===== config.mk =====
export PLATFORM = sky130hd
export DESIGN_NAME = rise_counter_bank
export DESIGN_NICKNAME = d
export VERILOG_FILES = /design/src/rtl/rise_counter_bank.sv
export SDC_FILE = /design/constraint.sdc
export NUM_CORES = 1
export LEC_CHECK = 0
export BUFFER_PORTS_ARGS = -buffer_cell sky130_fd_sc_hd__buf_2
export CORE_AREA = 2 2 90 92
export CTS_CLUSTER_SIZE = 8
export DETAILED_ROUTE_END_ITERATION = 10
export DIE_AREA = 0 0 92 94
export MAX_ROUTING_LAYER = met4
export PLACE_DENSITY = 0.83
export SLEW_MARGIN = 20
export SYNTH_ARGS = -nofsm -noshare
export SYNTH_HDL_FRONTEND = slang
export SYNTH_SLANG_ARGS = --single-unit

===== constraint.sdc =====
create_clock -name clk -period 4.3 [get_ports clk]
set_clock_uncertainty 0.15 [all_clocks]
set_input_delay 0.43 -clock clk [delete_from_list [all_inputs] [get_ports clk]]
set_output_delay 0.43 -clock clk [all_outputs]
set_load 0.05 [all_outputs]

===== src/rtl/rise_counter_bank.sv =====
// ---------------------------------------------------------------------------
// rise_counter_bank
//   NUM_CH independent event counters. Each channel counts rising edges of its
//   own sig input (EDGE_MODE=1) or every cycle sig is high (EDGE_MODE=0) while
//   enabled. A counter either wraps to zero or holds at its maximum on overflow
//   (SATURATE), and in both cases it raises a sticky per-channel overflow flag.
//   A global snapshot register captures all live counts at one instant, so
//   software can read every channel coherently.
//
// Ports
//   clk       in   system clock, all state on posedge
//   rst_n     in   synchronous reset, active HIGH (1 = reset)
//   enb       in   [NUM_CH]        per-channel enable; 0 holds channel at zero
//   sig       in   [NUM_CH]        per-channel event input, synchronous to clk
//   clr       in   [NUM_CH]        per-channel counter clear pulse
//   snap      in   capture all live counts into snap_cnt
//   ovf_clr   in   clear every sticky overflow flag
//   cnt       out  [NUM_CH*CNT_W]  live counts, channel i at [i*CNT_W +: CNT_W]
//   snap_cnt  out  [NUM_CH*CNT_W]  captured counts, same packing as cnt
//   snap_vld  out  one-cycle pulse, snap_cnt was just updated
//   ovf       out  [NUM_CH]        sticky overflow flags
// ---------------------------------------------------------------------------
module rise_counter_bank #(
  parameter int NUM_CH    = 4,
  parameter int CNT_W     = 12,
  parameter bit SATURATE  = 1'b0,
  parameter bit EDGE_MODE = 1'b1
) (
  input  logic                    clk,
  input  logic                    rst_n,
  input  logic [NUM_CH-1:0]       enb,
  input  logic [NUM_CH-1:0]       sig,
  input  logic [NUM_CH-1:0]       clr,
  input  logic                    snap,
  input  logic                    ovf_clr,
  output logic [NUM_CH*CNT_W-1:0] cnt,
  output logic [NUM_CH*CNT_W-1:0] snap_cnt,
  output logic                    snap_vld,
  output logic [NUM_CH-1:0]       ovf
);

  localparam logic [CNT_W-1:0] CNT_MAX = '1;

  logic [NUM_CH-1:0]       sig_d_q,    sig_d_d;
  logic [NUM_CH*CNT_W-1:0] cnt_q,      cnt_d;
  logic [NUM_CH*CNT_W-1:0] snap_cnt_q, snap_cnt_d;
  logic                    snap_vld_q, snap_vld_d;
  logic [NUM_CH-1:0]       ovf_q,      ovf_d;
  logic [NUM_CH-1:0]       event_v;

  // sig_d tracks sig regardless of enb/clr, so a level that was already high
  // while the channel was disabled does not count as a fresh edge later.
  always_comb begin
    if (EDGE_MODE) event_v = sig & ~sig_d_q;
    else           event_v = sig;
  end

  always_comb begin
    sig_d_d    = sig;
    cnt_d      = cnt_q;
    // A new overflow below overrides the clear, so set wins on the same edge.
    ovf_d      = ovf_q & ~{NUM_CH{ovf_clr}};
    for (int i = 0; i < NUM_CH; i++) begin
      if (!enb[i]) begin
        cnt_d[i*CNT_W +: CNT_W] = '0;
      end else if (clr[i]) begin
        cnt_d[i*CNT_W +: CNT_W] = '0;
      end else if (event_v[i]) begin
        if (cnt_q[i*CNT_W +: CNT_W] == CNT_MAX) begin
          cnt_d[i*CNT_W +: CNT_W] = SATURATE ? CNT_MAX : '0;
          ovf_d[i]                = 1'b1;
        end else begin
          cnt_d[i*CNT_W +: CNT_W] = cnt_q[i*CNT_W +: CNT_W] + 1'b1;
        end
      end
    end
    // Snapshot takes the registered (pre-update) counts, which makes
    // snap together with clr a read-and-clear.
    snap_cnt_d = snap ? cnt_q : snap_cnt_q;
    snap_vld_d = snap;
  end

  always_ff @(posedge clk) begin
    if (rst_n) begin
      sig_d_q    <= '0;
      cnt_q      <= '0;
      snap_cnt_q <= '0;
      snap_vld_q <= 1'b0;
      ovf_q      <= '0;
    end else begin
      sig_d_q    <= sig_d_d;
      cnt_q      <= cnt_d;
      snap_cnt_q <= snap_cnt_d;
      snap_vld_q <= snap_vld_d;
      ovf_q      <= ovf_d;
    end
  end

  assign cnt      = cnt_q;
  assign snap_cnt = snap_cnt_q;
  assign snap_vld = snap_vld_q;
  assign ovf      = ovf_q;

endmodule

; ---- Word level (Yosys, flattened, before mapping)
; Cells that the tools add are included.
[totals]
register_bits = 105
inputBits = 16
elab_cells = 48
[op_classes]
add_sub_neg = 4
n_eq_ne = 4
n_mux = 20
bitwise = 8
reduce_logical = 4
[op_table]
columns = operator, n
row1 = 12-bit by 1-bit adder with 12-bit output (second input constant), 4
row2 = 12-bit == test (second input constant), 4
row3 = 12-bit 2-to-1 mux, 4
row4 = 1-bit 2-to-1 mux, 16
row5 = 3-bit OR reduction, 4
row6 = 4-bit AND, 2
row7 = 4-bit inverter, 2
row8 = 1-bit inverter, 4

; ---- Longest topological paths before layout
[depth]
ltp_word = 6
depth_mapped = 6

; ---- Least setup slack after synthesis
; No wires, ideal clock.
[synth_path]
kind = reg2reg
from = reg cnt_q[36] (netlist: cnt[36])
to = reg cnt_q[37] (netlist: cnt[37])
setup_ns = 0.116
t_arrival_ns = 1.778
required_time_ns = 4.034
path_slack_ns = 2.256
stages_incl_launch_ff = 7
path_buffers = 1
path_cell_list = dfxtp_1 -> ha_1 -> nand3b_1 -> nor3_1 -> a31o_1 -> buf_6 -> nor2_1
[synth_between]
elab_chain_cells = 2
word_cells_on_any_way = 3
classes_between = add/sub (1) / eq/ne (1) / mux (1)
[synth_rtl]
columns = item, line_no
row1 = start: declaration, 45  ; logic [NUM_CH*CNT_W-1:0] cnt_q, cnt_d;
row2 = start signal: assignment, 92  ; cnt_q <= cnt_d;
row3 = 12-bit by 1-bit adder with 12-bit output or 12-bit == test (tied branches), "73, 69"
row4 = 12-bit 2-to-1 mux (*), 69  ; if (cnt_q[i*CNT_W +: CNT_W] == CNT_MAX) begin
; Every way passes the cells marked *; elsewhere a longest branch is shown, timed or not.
; A chain may end at the register's enable or synchronous reset.

; ---- Final worst setup path
[layout_path]
from = reg cnt_q[36] (netlist: cnt[36])
to = reg cnt_q[47] (netlist: cnt[47])
; Same word-level chain as after synthesis.

==> tab_implementation.tex <==
\begin{tabular}{lr}
\hline
Metric & Value \\
\hline
\multicolumn{2}{l}{\textbf{Outcome}} \\
\quad Outcome & finished clean \\
\multicolumn{2}{l}{\textbf{Hold path}} \\
\quad HP Class & in -> reg \\
\multicolumn{2}{l}{\textbf{Timing}} \\
\quad Minimum period implied by the final worst setup slack & approximately 2 ns \\
\quad Transition at the pin with the smallest max-transition slack & about 1.0 ns \\
\quad Count of endpoints failing hold in the final timing report & 0 \\
\quad Unrepaired setup endpoints after global routing & false \\
\quad Tightest hold margin & 0.173 ns \\
\quad Slew headroom & 32.0\% \\
\quad Highest clock rate & approximately 500 MHz \\
\quad Fin Setup TNS & 0 ns \\
\quad Final slew viol count & 0 \\
\quad Share of the clock period used by the worst path & between 40\% and 50\% \\
\quad Total of endpoints with negative setup slack in the final report & 0 \\
\multicolumn{2}{l}{\textbf{Clocking}} \\
\quad Clock buffer depth & 2 \\
\quad Clock tree from TritonCTS & built \\
\quad Clk Tree Root Cell & clkbuf\_8 \\
\quad Clock-pin slew of the registers on the worst-case setup and hold paths & 0.10 ns \\
\quad CTS H-Tree Depth & 3 \\
\quad Inserted Clock Buffers & 9 \\
\quad CTS Hold Bufs & 0 \\
\quad Number of buffers inserted to repair setup after CTS & 0 \\
\quad Number of gates resized after CTS & 0 \\
\quad Clock Sink Count & between 100 and 150 \\
\quad Worst skew pair latency & about 0.36 ns \\
\multicolumn{2}{l}{\textbf{Pwr}} \\
\quad Static leakage & 2.14 nW \\
\quad Power per cell area & between 300 and 400 mW/mm\^{}2 \\
\quad VDD IR max & 0.191 mV \\
\multicolumn{2}{l}{\textbf{Drt}} \\
\quad Number of optimization iterations in the first detailed-route pass & 4 \\
\quad Count of nets left with antenna violations after detail routing & 0 \\
\quad Violation count after the first detailed-route iteration & approximately 130 \\
\quad Number of remaining DRC errors & 0 \\
\quad Average routed wire per standard cell & 13.3 um \\
\quad Via count & 3392 \\
\quad Total wirelength of the detailed-routed design & about 8700 um \\
\quad Via density per instance & 5.18 \\
\multicolumn{2}{l}{\textbf{Logic synthesis}} \\
\quad Count of flip-flops with a built-in enable after synthesis & 0 \\
\quad Flip-flop and latch count after synthesis & between 100 and 150 \\
\quad Share of the synthesized netlist area taken by xor and xnor gates & between 8 and 9\% \\
\quad Mapped Cells & 436 \\
\quad Area of the mapped netlist & slightly above 0.004 mm\^{}2 \\
\quad Synthesized-area fraction occupied by ao, oa, aoi and oai cells & 2.35\% \\
\quad Mean area per synthesized cell & approximately 9.5 um\^{}2 \\
\quad Simple-Gate Fraction of Synth Area & between 20 and 25\% \\
\quad Sequential element share of the synthesized area & roughly 50\% \\
\quad Async set-reset flop share out of synthesis & 0\% \\
\quad Syn\_nets & around 460 \\
\quad Synthesis Warnings & 0 \\
\quad Adder-Cell Fraction of Synth Area & 1.21\% \\
\quad Count of unique library cells instantiated by Yosys & 30 \\
\quad Portion of netlist area occupied by mux cells & about an eighth \\
\quad Largest family of logic cells by synthesized area & simple AND/OR/NAND/NOR gates \\
\quad Dominant synthesized flop cell & dfxtp\_1 \\
\multicolumn{2}{l}{\textbf{Global route}} \\
\quad Number of global-route vias before repair & 3014 \\
\quad Global-route wire length before repair & roughly 14000 um \\
\quad Pin count of the biggest net entering global routing & between 50 and 60 \\
\quad Global Route Usage Sum & roughly a fifth \\
\quad Overall overflow remaining after global route & 0 \\
\quad Initial antenna violation count & 0 \\
\multicolumn{2}{l}{\textbf{Placement}} \\
\quad Cell count after placement & 639 \\
\quad DP HPWL & 6140 um \\
\quad Input/output buffers & 116 \\
\quad Final GP Congestion & roughly 0.81 \\
\multicolumn{2}{l}{\textbf{Setup path}} \\
\quad Kind of end point of the critical path & register \\
\quad Reg-to-reg setup timing slack & $\sim$2.3 ns \\
\quad Maximum net fanout on the critical path & 9 \\
\quad WP data required & $\sim$4.4 ns \\
\quad CP startpoint kind & register \\
\quad Arrival time of data at the critical path endpoint & 2.08 ns \\
\quad Critical path class & reg -> reg \\
\multicolumn{2}{l}{\textbf{Floorplanning}} \\
\quad Initial core utilization & between 50\% and 60\% \\
\quad FP Rows & 32 \\
\quad DIE AREA & approximately 0.0086 mm\^{}2 \\
\quad Overall die width & between 90 and 100 um \\
\quad Overall die height & about 94 um \\
\quad Area of the core & between 0.007 and 0.008 mm\^{}2 \\
\quad Number of ports placed on the die boundary & approximately 120 \\
\multicolumn{2}{l}{\textbf{Layout}} \\
\quad Fraction of layout cells with a size suffix above 1 & approximately a quarter \\
\quad ANT cells & 0 \\
\quad Syn-to-layout area delta & 20.1\% \\
\quad Filler cell count & 650 \\
\quad Net count of the finished layout & approximately 570 \\
\quad Finished Layout Cells & approximately 660 \\
\multicolumn{2}{l}{\textbf{Run}} \\
\quad Max-cap check violation count & 0 \\
\hline
\end{tabular}
-- path summary, 6_finish.rpt --
path / from / end / depth (start not counted)
setup reg to reg: cnt[36] / cnt[47] / 5
hold / removal: sig[3] / sig_d_q[3] / 2
hold reg to reg: ovf[1] / ovf[1] / 2
setup / recovery: cnt[36] / cnt[47] / 5
-- critical path, cell delays in order (launching register included) --
cell	delay, ns
dfxtp_1	0.44
ha_1	0.18
nand3b_1	0.19
nor3_1	0.42
a31o_1	0.40
nor2_1	0.09
-- final cells by class --
cell class / count / area, um^2 / area share [%]
clock inverter: 4 / 52.6 / 1.06
multi-input combinational: 305 / 1930 / 38.7
tap: 102 / 128 / 2.56
sequential: 105 / 2100 / 42.2
timing repair buffer: 117 / 588 / 11.8
clock buffer: 12 / 145 / 2.91
inverter: 10 / 37.5 / 0.754
-- cell usage after synthesis, types with 2 or more instances --
library cell	instances	area, um^2
buf_2	5	25.0
nand3_1	12	60.1
ha_1	4	50.1
nor3_1	17	85.1
mux2i_1	51	510
nand2_1	19	71.3
dfxtp_1	105	2100
nand4b_1	4	35.0
or3b_1	3	26.3
buf_6	2	22.5
nor4_1	14	87.6
xnor2_1	32	280
nor2_1	97	364
inv_1	10	37.5
or3_1	4	25.0
nand4_1	8	50.1
xor2_1	8	70.1
a21oi_1	5	25.0
nand3b_1	3	22.5
a31o_2	2	17.5
clkbuf_1	9	33.8
nor2b_1	9	56.3
o21ai_0	6	30.0
-- power by group --
part	switching (mW)	total (mW)	internal (mW)
registers	0.00358	0.979	0.976
clock network	0.325	0.611	0.286
logic	0.0437	0.0691	0.0254
-- per-stage QoR --
stage	total power, mW	util (%)	setup WS (ns)	cell area [um^2]
after floorplan	1.06	-	2.26	4150
after global placement	1.07	62.9	2.13	4780
after detailed placement	1.07	62.9	2.09	4780
after CTS	1.67	65.5	2.31	4980
after global routing	1.71	65.5	2.11	4980
final	1.66	65.5	2.31	4980
-- kinds of logic after synthesis --
logic type	after synthesis
xor+xnor	40
flops	105
buf+inv	26
compound gates	16
mux	51
fa+ha+maj	4
simple gates	194
-- layout by cell type, fill, tap and decap left out, types with 9 or more instances in the layout --
| master | instances |
|---|---|
| nor3_1 | 17 |
| nand2_1 | 19 |
| nand3_1 | 12 |
| xnor2_1 | 32 |
| mux2i_1 | 51 |
| inv_1 | 10 |
| nor2b_1 | 9 |
| nor4_1 | 14 |
| clkbuf_8 | 10 |
| nor2_1 | 97 |
| dfxtp_1 | 105 |
| buf_2 | 116 |
-- registers in the layout, summed over array words and instances (netlist names) --
signal    flops
snap_vld      1
sig_d_q       4
cnt          48
snap_cnt     48
ovf           4
-- per-layer routing --
layer  routed length (um)  vias to the layer above  global-route usage [%]  part of all wire, %
met5                    0                        -                       -                    0
met2                 4070                       97                    33.4                   47
met1                 4030                     1587                    27.0                   46
li1                     -                     1699                       -                    -
met3                  493                        9                    3.29                  5.7
met4                   97                        0                    7.21                  1.1
Note: power is estimated with default switching activity, not from simulation.
